===== src/rtl/fadd_issue_if.sv =====
// fadd_issue_if: request/response handshake bundle between a requester and fadd_issue
interface fadd_issue_if #(
  parameter int TAG_W = 5
);
  logic             req_valid;
  logic             req_ready;
  logic [31:0]      req_op1;
  logic [31:0]      req_op2;
  logic             req_sub;
  logic [TAG_W-1:0] req_tag;
  logic             rsp_valid;
  logic             rsp_ready;
  logic [31:0]      rsp_result;
  logic [TAG_W-1:0] rsp_tag;
  modport master (
    output req_valid, req_op1, req_op2, req_sub, req_tag, rsp_ready,
    input  req_ready, rsp_valid, rsp_result, rsp_tag
  );
  modport slave (
    input  req_valid, req_op1, req_op2, req_sub, req_tag, rsp_ready,
    output req_ready, rsp_valid, rsp_result, rsp_tag
  );
endinterface


===== src/rtl/fadd_issue.sv =====
// fadd_issue: issue/retire controller around a fixed-latency pipelined fadd unit
module fadd_issue #(
  parameter int LAT   = 3,
  parameter int DEPTH = 8,
  parameter int TAG_W = 5
) (
  input  logic        clk,
  input  logic        reset,
  fadd_issue_if.slave io,
  output logic [31:0] fa_op1,
  output logic [31:0] fa_op2,
  input  logic [31:0] fa_result
);
  localparam int AW = $clog2(DEPTH);
  logic [AW:0]             outstanding_q, outstanding_d, wr_q, wr_d, rd_q, rd_d;
  logic [LAT:0]            vld_q, vld_d;
  logic [LAT:0][TAG_W-1:0] tag_q, tag_d;
  logic [31:0]             op1_q, op2_q;
  logic [31:0]             res_q [DEPTH];
  logic [TAG_W-1:0]        rtag_q [DEPTH];
  logic                    accept, pop, push;
  // credits cover in-flight plus buffered ops, so a push can never hit a full FIFO
  assign io.req_ready  = outstanding_q < (AW+1)'(DEPTH);
  assign io.rsp_valid  = wr_q != rd_q;
  assign io.rsp_result = res_q[rd_q[AW-1:0]];
  assign io.rsp_tag    = rtag_q[rd_q[AW-1:0]];
  assign fa_op1        = op1_q;
  assign fa_op2        = op2_q;
  assign accept        = io.req_valid & io.req_ready;
  assign pop           = io.rsp_valid & io.rsp_ready;
  assign push          = vld_q[LAT];
  always_comb begin
    outstanding_d = outstanding_q + (AW+1)'(accept) - (AW+1)'(pop);
    vld_d         = {vld_q[LAT-1:0], accept};
    tag_d         = {tag_q[LAT-1:0], io.req_tag};
    wr_d          = wr_q + (AW+1)'(push);
    rd_d          = rd_q + (AW+1)'(pop);
  end
  always_ff @(posedge clk or posedge reset) begin
    if (reset) begin
      outstanding_q <= '0;
      wr_q          <= '0;
      rd_q          <= '0;
      vld_q         <= '0;
      tag_q         <= '0;
      op1_q         <= '0;
      op2_q         <= '0;
      for (int i = 0; i < DEPTH; i++) begin
        res_q[i]  <= '0;
        rtag_q[i] <= '0;
      end
    end else begin
      outstanding_q <= outstanding_d;
      wr_q          <= wr_d;
      rd_q          <= rd_d;
      vld_q         <= vld_d;
      tag_q         <= tag_d;
      if (accept) begin
        op1_q <= io.req_op1;
        op2_q <= {io.req_op2[31] ^ io.req_sub, io.req_op2[30:0]};
      end
      if (push) begin
        res_q[wr_q[AW-1:0]]  <= fa_result;
        rtag_q[wr_q[AW-1:0]] <= tag_q[LAT];
      end
    end
  end
endmodule


===== src/flat_wrapper.sv =====
// flat-port wrapper written by rule: the top's interface ports become plain ports
module fadd_issue_flat 
#(
  parameter int LAT   = 3,
  parameter int DEPTH = 8,
  parameter int TAG_W = 5
)
  (clk, reset, fa_op1, fa_op2, fa_result, io_req_valid, io_req_op1, io_req_op2, io_req_sub, io_req_tag, io_rsp_ready, io_req_ready, io_rsp_valid, io_rsp_result, io_rsp_tag);
  fadd_issue_if #(.TAG_W(TAG_W)) io_i ();
  input  logic clk;
  input  logic reset;
  output logic [31:0] fa_op1;
  output logic [31:0] fa_op2;
  input  logic [31:0] fa_result;
  input wire logic [$bits(io_i.req_valid)-1:0] io_req_valid;
  input wire logic [$bits(io_i.req_op1)-1:0] io_req_op1;
  input wire logic [$bits(io_i.req_op2)-1:0] io_req_op2;
  input wire logic [$bits(io_i.req_sub)-1:0] io_req_sub;
  input wire logic [$bits(io_i.req_tag)-1:0] io_req_tag;
  input wire logic [$bits(io_i.rsp_ready)-1:0] io_rsp_ready;
  output wire logic [$bits(io_i.req_ready)-1:0] io_req_ready;
  output wire logic [$bits(io_i.rsp_valid)-1:0] io_rsp_valid;
  output wire logic [$bits(io_i.rsp_result)-1:0] io_rsp_result;
  output wire logic [$bits(io_i.rsp_tag)-1:0] io_rsp_tag;
  assign io_i.req_valid = io_req_valid;
  assign io_i.req_op1 = io_req_op1;
  assign io_i.req_op2 = io_req_op2;
  assign io_i.req_sub = io_req_sub;
  assign io_i.req_tag = io_req_tag;
  assign io_i.rsp_ready = io_rsp_ready;
  assign io_req_ready = io_i.req_ready;
  assign io_rsp_valid = io_i.rsp_valid;
  assign io_rsp_result = io_i.rsp_result;
  assign io_rsp_tag = io_i.rsp_tag;
  fadd_issue #(.LAT(LAT), .DEPTH(DEPTH), .TAG_W(TAG_W)) u_core (.clk(clk), .reset(reset), .io(io_i), .fa_op1(fa_op1), .fa_op2(fa_op2), .fa_result(fa_result));
endmodule

===== config.mk =====
export PLATFORM = sky130hd
export DESIGN_NAME = fadd_issue_flat
export DESIGN_NICKNAME = d
export VERILOG_FILES = /design/src/rtl/fadd_issue_if.sv /design/src/rtl/fadd_issue.sv /design/src/flat_wrapper.sv
export SDC_FILE = /design/constraint.sdc
export NUM_CORES = 1
export LEC_CHECK = 0
export CAP_MARGIN = 20
export CORE_UTILIZATION = 55
export DETAILED_ROUTE_END_ITERATION = 16
export DONT_BUFFER_PORTS = 1
export GPL_TIMING_DRIVEN = 0
export HOLD_SLACK_MARGIN = 0.02
export MAX_ROUTING_LAYER = met4
export PLACE_DENSITY = 0.79
export SETUP_SLACK_MARGIN = 0.3
export SLEW_MARGIN = 40
export SYNTH_ARGS = -nofsm -noshare
export SYNTH_HDL_FRONTEND = slang
export SYNTH_SLANG_ARGS = --single-unit
export TNS_END_PERCENT = 20

===== constraint.sdc =====
create_clock -name clk -period 12.6 [get_ports clk]
set_input_delay 1.89 -clock clk [delete_from_list [all_inputs] [get_ports clk]]
set_output_delay 1.89 -clock clk [all_outputs]
set_load 0.01 [all_outputs]

==> Word-level counts from Yosys, hierarchy flattened <==
Cells that the tools add are included.
Widths: inputs -> output; s select.
{ "classes": {"add_sub_neg": 4, "order_cmp": 4, "n_eq_ne": 1, "muxes": 12, "n_bitwise": 5, "reduce_logical": 1} }
{ "ops": {"columns": ["op", "count"], "rows": [
  ["$bwmux 256", 1],
  ["$bmux 32 s3", 1],
  ["$demux 32 s3", 1],
  ["$mux 32", 3],
  ["$bwmux 40", 1],
  ["$bmux 5 s3", 1],
  ["$demux 5 s3", 1],
  ["$mux 5", 3],
  ["$add 4x1->4", 3],
  ["$ge 4x4->1 const B", 2],
  ["$not 3->4", 2],
  ["$lt 4x1->1 const B", 1],
  ["$lt 4x4->1 const B", 1],
  ["$ne 4x4->1", 1],
  ["$sub 4x1->4", 1],
  ["$and 1x1->1", 2],
  ["$logic_and 1x1->1", 1],
  ["$xor 1x1->1", 1]
]} }
{ "word_totals": {"register_bits": 396, "input_bits": 106, "out_inout_bits": 103, "elab_cells": 53} }

==> Longest topological paths before layout <==
{ "depth": {"depth_word": 6, "mapped_depth": 12, "ltp_nobuf": 10} }

==> Worst setup path before layout <==
Ideal clock, no wire load.
{ "synth_timing": {"path_type": "flip-flop to output port", "from": "register u_core.rd_q[1]", "to": "output port io_rsp_result[11]", "arrival_time_ns": 1.459, "required_ns": 10.710, "path_slack_ns": 9.251, "path_stages_with_launch": 8, "n_path_buf": 4, "path_cell_list": "dfrtp_1 clkbuf_1 buf_4 buf_4 buf_4 mux4_2 nand2_1 nand2_1"} }
{ "synth_between": {"elab_chain_cells": 4} }
{ "synth_rtl": {"columns": ["element", "line", "rtl"], "rows": [
  ["start: declaration", "fadd_issue.sv:15", "logic [AW:0] outstanding_q, outstanding_d, wr_q, wr_d, rd_q, rd_d;"],
  ["start signal: assignment", "fadd_issue.sv:55", "rd_q <= rd_d;"],
  ["$not 3->4 (implied by the code)", "fadd_issue.sv:25", "assign io.rsp_result = res_q[rd_q[AW-1:0]];"],
  ["$bmux 32 s3", "fadd_issue.sv:25", null],
  ["$mux 32 (implied by the code) (2 in a row)", "fadd_issue.sv:25", null],
  ["end: declaration", "flat_wrapper.sv:23", "output wire logic [$bits(io_i.rsp_result)-1:0] io_rsp_result;"]
]} }
Every way passes these cells. The select of a mux whose other input is x is not followed.

==> Worst setup path in the final report <==
{ "layout_timing": {"from": "register u_core.rd_q[0]", "to": "output port io_rsp_result[5]"} }
The elaborated chain is that of the path after synthesis.

==> summary.txt <==
run status - completed
Area contributors post-synth - dfrtp_1, mux2_2, mux4_2, nand2_1, buf_2
xor/xnor share of the synthesized area - 0.00675
CP peak stage delay - 600 ps
Total Wirelength - 35200 um
Compound-Gate Fraction of Synth Area - 0.00104
largest net degree at the start of global routing - 29
Synth top area share - 0.587
Longest Clk Path Bufs - 3
die area - 31400 sq um
YS warnings - 0
Vias - 8999
post_cts resized - 0
fmax - 232 MHz
Clock transition at path regs - 60 ps
root buffer cell - clkbuf_16
detailed router's first-iteration violation count - 391
cells after synthesis - 1058
# DRC - 0
Post-CTS Hold Buffers - 0
nets - 1232
htree depth - 2
worst-margin pin slew - 812 ps
CP Buf/Inv Count - 3
Leakage Power - 8.33 nW
hold depth - 0
Reg2Reg Depth - 12
Detailed Place HPWL - 23400 um
GRT Total Usage - 0.243
Mapped Area - 16900 sq um
CP max stage cell - clkbuf_1
post-synthesis sequential area ratio - 0.587
number of port buffers - 0
Initial Util - 0.565
# clock sinks - 396
Hold/Removal Path Class - flip-flop to flip-flop
setup total negative slack - 0 ps
most common cell after layout, fill and taps aside - dfrtp_1
Final Power - 5.38 mW
Worst-Skew Late Latency - 530 ps
most frequent cells in the layout - dfrtp_1, mux2_2, nand2_1
crit path cell chain - inv_1, clkbuf_1, clkbuf_1, nand2_1, nand2_1
Synth Area in Simple Gates - 0.0334
Hold Vio Cnt, Final - 0
RSZ-0062 raised after global routing - no
average wire per standard cell - 22.9 um
cell family with most CP delay - buffers and inverters
Post-Synth Adder-Cell Area - 0.00638
Critical Path AT - 2430 ps
max capacitance violation total - 0
CTS buffer count - 41
Worst slew margin - 0.457
HP Start - u_core.tag_d[17]
final critical-path required period - 4320 ps
Critical Path Start - u_core.rd_q[0]
Netlist cell types - 28
core area - 29900 sq um
Peak VDD IR - 0.133 mV
row cnt - 63
crit path kind - flip-flop to output pin
fin crit share - 0.343
drt via density - 5.84
largest family of logic cells by synthesized area - multiplexers
r2r setup slk - 9730 ps
first-pass GRT wire length - 56500 um
vias in the first global route - 10119
Die Ht - 177 um
Layout Skew - 12.9 ps
CP max FO - 10
CP Launch Type - flip-flop
PwrDens - 280 nW/um^2
fin. max-slew vios - 0
GPL Wtd Cong - 0.834
Seq cells post-synth - 396
Post-CTS Setup Bufs - 0
CTS tree - built
WHS Endpoint - u_core.tag_q[17]
Critical Path RT - 10710 ps
syn nets - 1172
total grt overflow - 0
ratio of cells with drive above 1 in the final layout - 0.492
Area Overhead vs Synth - 13.7%
area leader, netlist - dfrtp_1
Final ANT Viol Nets - 0
CP Capture Type - output pin
Horiz. Die Dim - 177 um
syn avg cell area - 15.9 sq um
reg2reg start - u_core.rd_q[1]
portion of netlist area occupied by mux cells - 0.338
initial antenna violation count - 1
# setup viols final - 0
Reg-to-Reg End - u_core.outstanding_q[2]
DR pass1 iterations - 4
Ports - 209
==> how the worst max path moves through the flow <==
stage	endpoint	cells past startpoint	slack, ps
CTS	io_rsp_result[3]	6	8240
global placement	u_core.res_q[43]	1	3480
global route	io_rsp_result[2]	5	8120
floorplan	u_core.fa_op1[0]	1	5380
finish	io_rsp_result[5]	5	8280
detailed placement	io_rsp_result[5]	6	8820
==> where the power goes <==
| part | leakage, nW | internal, mW | switching, mW | total, mW |
|---|---|---|---|---|
| Combinational | 2.91 | 1.04 | 0.821 | 1.86 |
| Clock | 0.700 | 0.762 | 0.481 | 1.24 |
| Sequential | 4.72 | 1.89 | 0.389 | 2.28 |
| Total | 8.33 | 3.69 | 1.69 | 5.38 |
==> kinds of logic (layout without fill, tap and decap cells) <==
logic type / after synthesis / after routing
AOI/OAI and AO/OA: 3 / 3
xor gates and xnor gates: 13 / 13
adders and majority gates: 8 / 8
buffers and inverters: 76 / 167
DFF: 396 / 396
muxes: 433 / 433
other: 0 / 1
and+or+nand+nor: 129 / 129
==> worst register-to-register path, delay by kind of cell, from the launching register on <==
kind | cells | cell delay (ps)
xor gates and xnor gates | 2 | 330
DFF | 1 | 350
buffers and inverters | 5 | 740
adders and majority gates | 3 | 790
and+or+nand+nor | 2 | 520
==> final cells by class <==
type / count / area [sq um]
Sequential cell: 396 / 9910
Antenna cell: 1 / 2.50
Fill cell: 2102 / 10700
Clock buffer: 65 / 1290
Timing Repair Buffer: 17 / 408
Clock inverter: 9 / 124
Inverter: 11 / 45.0
Buffer: 65 / 413
Tap cell: 390 / 488
Multi-Input combinational cell: 586 / 6510
==> synth_stat cells <==
master,instances
clkbuf_1,10
a21oi_1,2
nand3_1,2
nor3b_1,2
nand2b_4,1
xnor2_1,11
nand4_2,1
nor2_1,2
dfrtp_1,396
nand4_1,1
fa_1,1
nor2b_1,1
mux2_1,9
buf_6,12
buf_1,2
inv_1,11
ha_1,7
buf_4,11
mux2_2,350
mux4_2,74
nand2_2,1
xor2_1,2
and3_1,1
buf_2,30
nand4b_1,3
nand2_1,112
nor3_4,2
a21o_1,1
==> metal layers <==
metal | global-route usage | up-vias | share of wire
met3 | 0.0595 | 81 | 0.072
met1 | 0.298 | 4699 | 0.40
met4 | 0.0812 | 0 | 0.031
li1 | - | 3937 | -
met5 | - | - | 0
met2 | 0.396 | 282 | 0.50
==> flip-flops by register name, indices dropped and copies added (netlist names) <==
| name | cells |
|---|---|
| u_core.tag_q | 5 |
| u_core.vld_q | 4 |
| u_core.outstanding_q | 4 |
| u_core.tag_d | 15 |
| u_core.wr_q | 4 |
| u_core.fa_op1 | 32 |
| u_core.fa_op2 | 32 |
| u_core.rtag_q | 40 |
| u_core.res_q | 256 |
| u_core.rd_q | 4 |
==> per-stage QoR <==
step           cells   util  area [sq um]  setup WS, ps  hold slack, ps
6_report        1540  0.642         19200          8280             346
5_1_grt         1540  0.642         19200          8120             350
4_1_cts         1539  0.642         19200          8240             347
3_5_place_dp    1465  0.595         17800          8820             335
3_3_place_gp    1448  0.581         17400          3480             332
2_1_floorplan   1058      -         16900          5380             331
(Power assumes the default switching activity.)
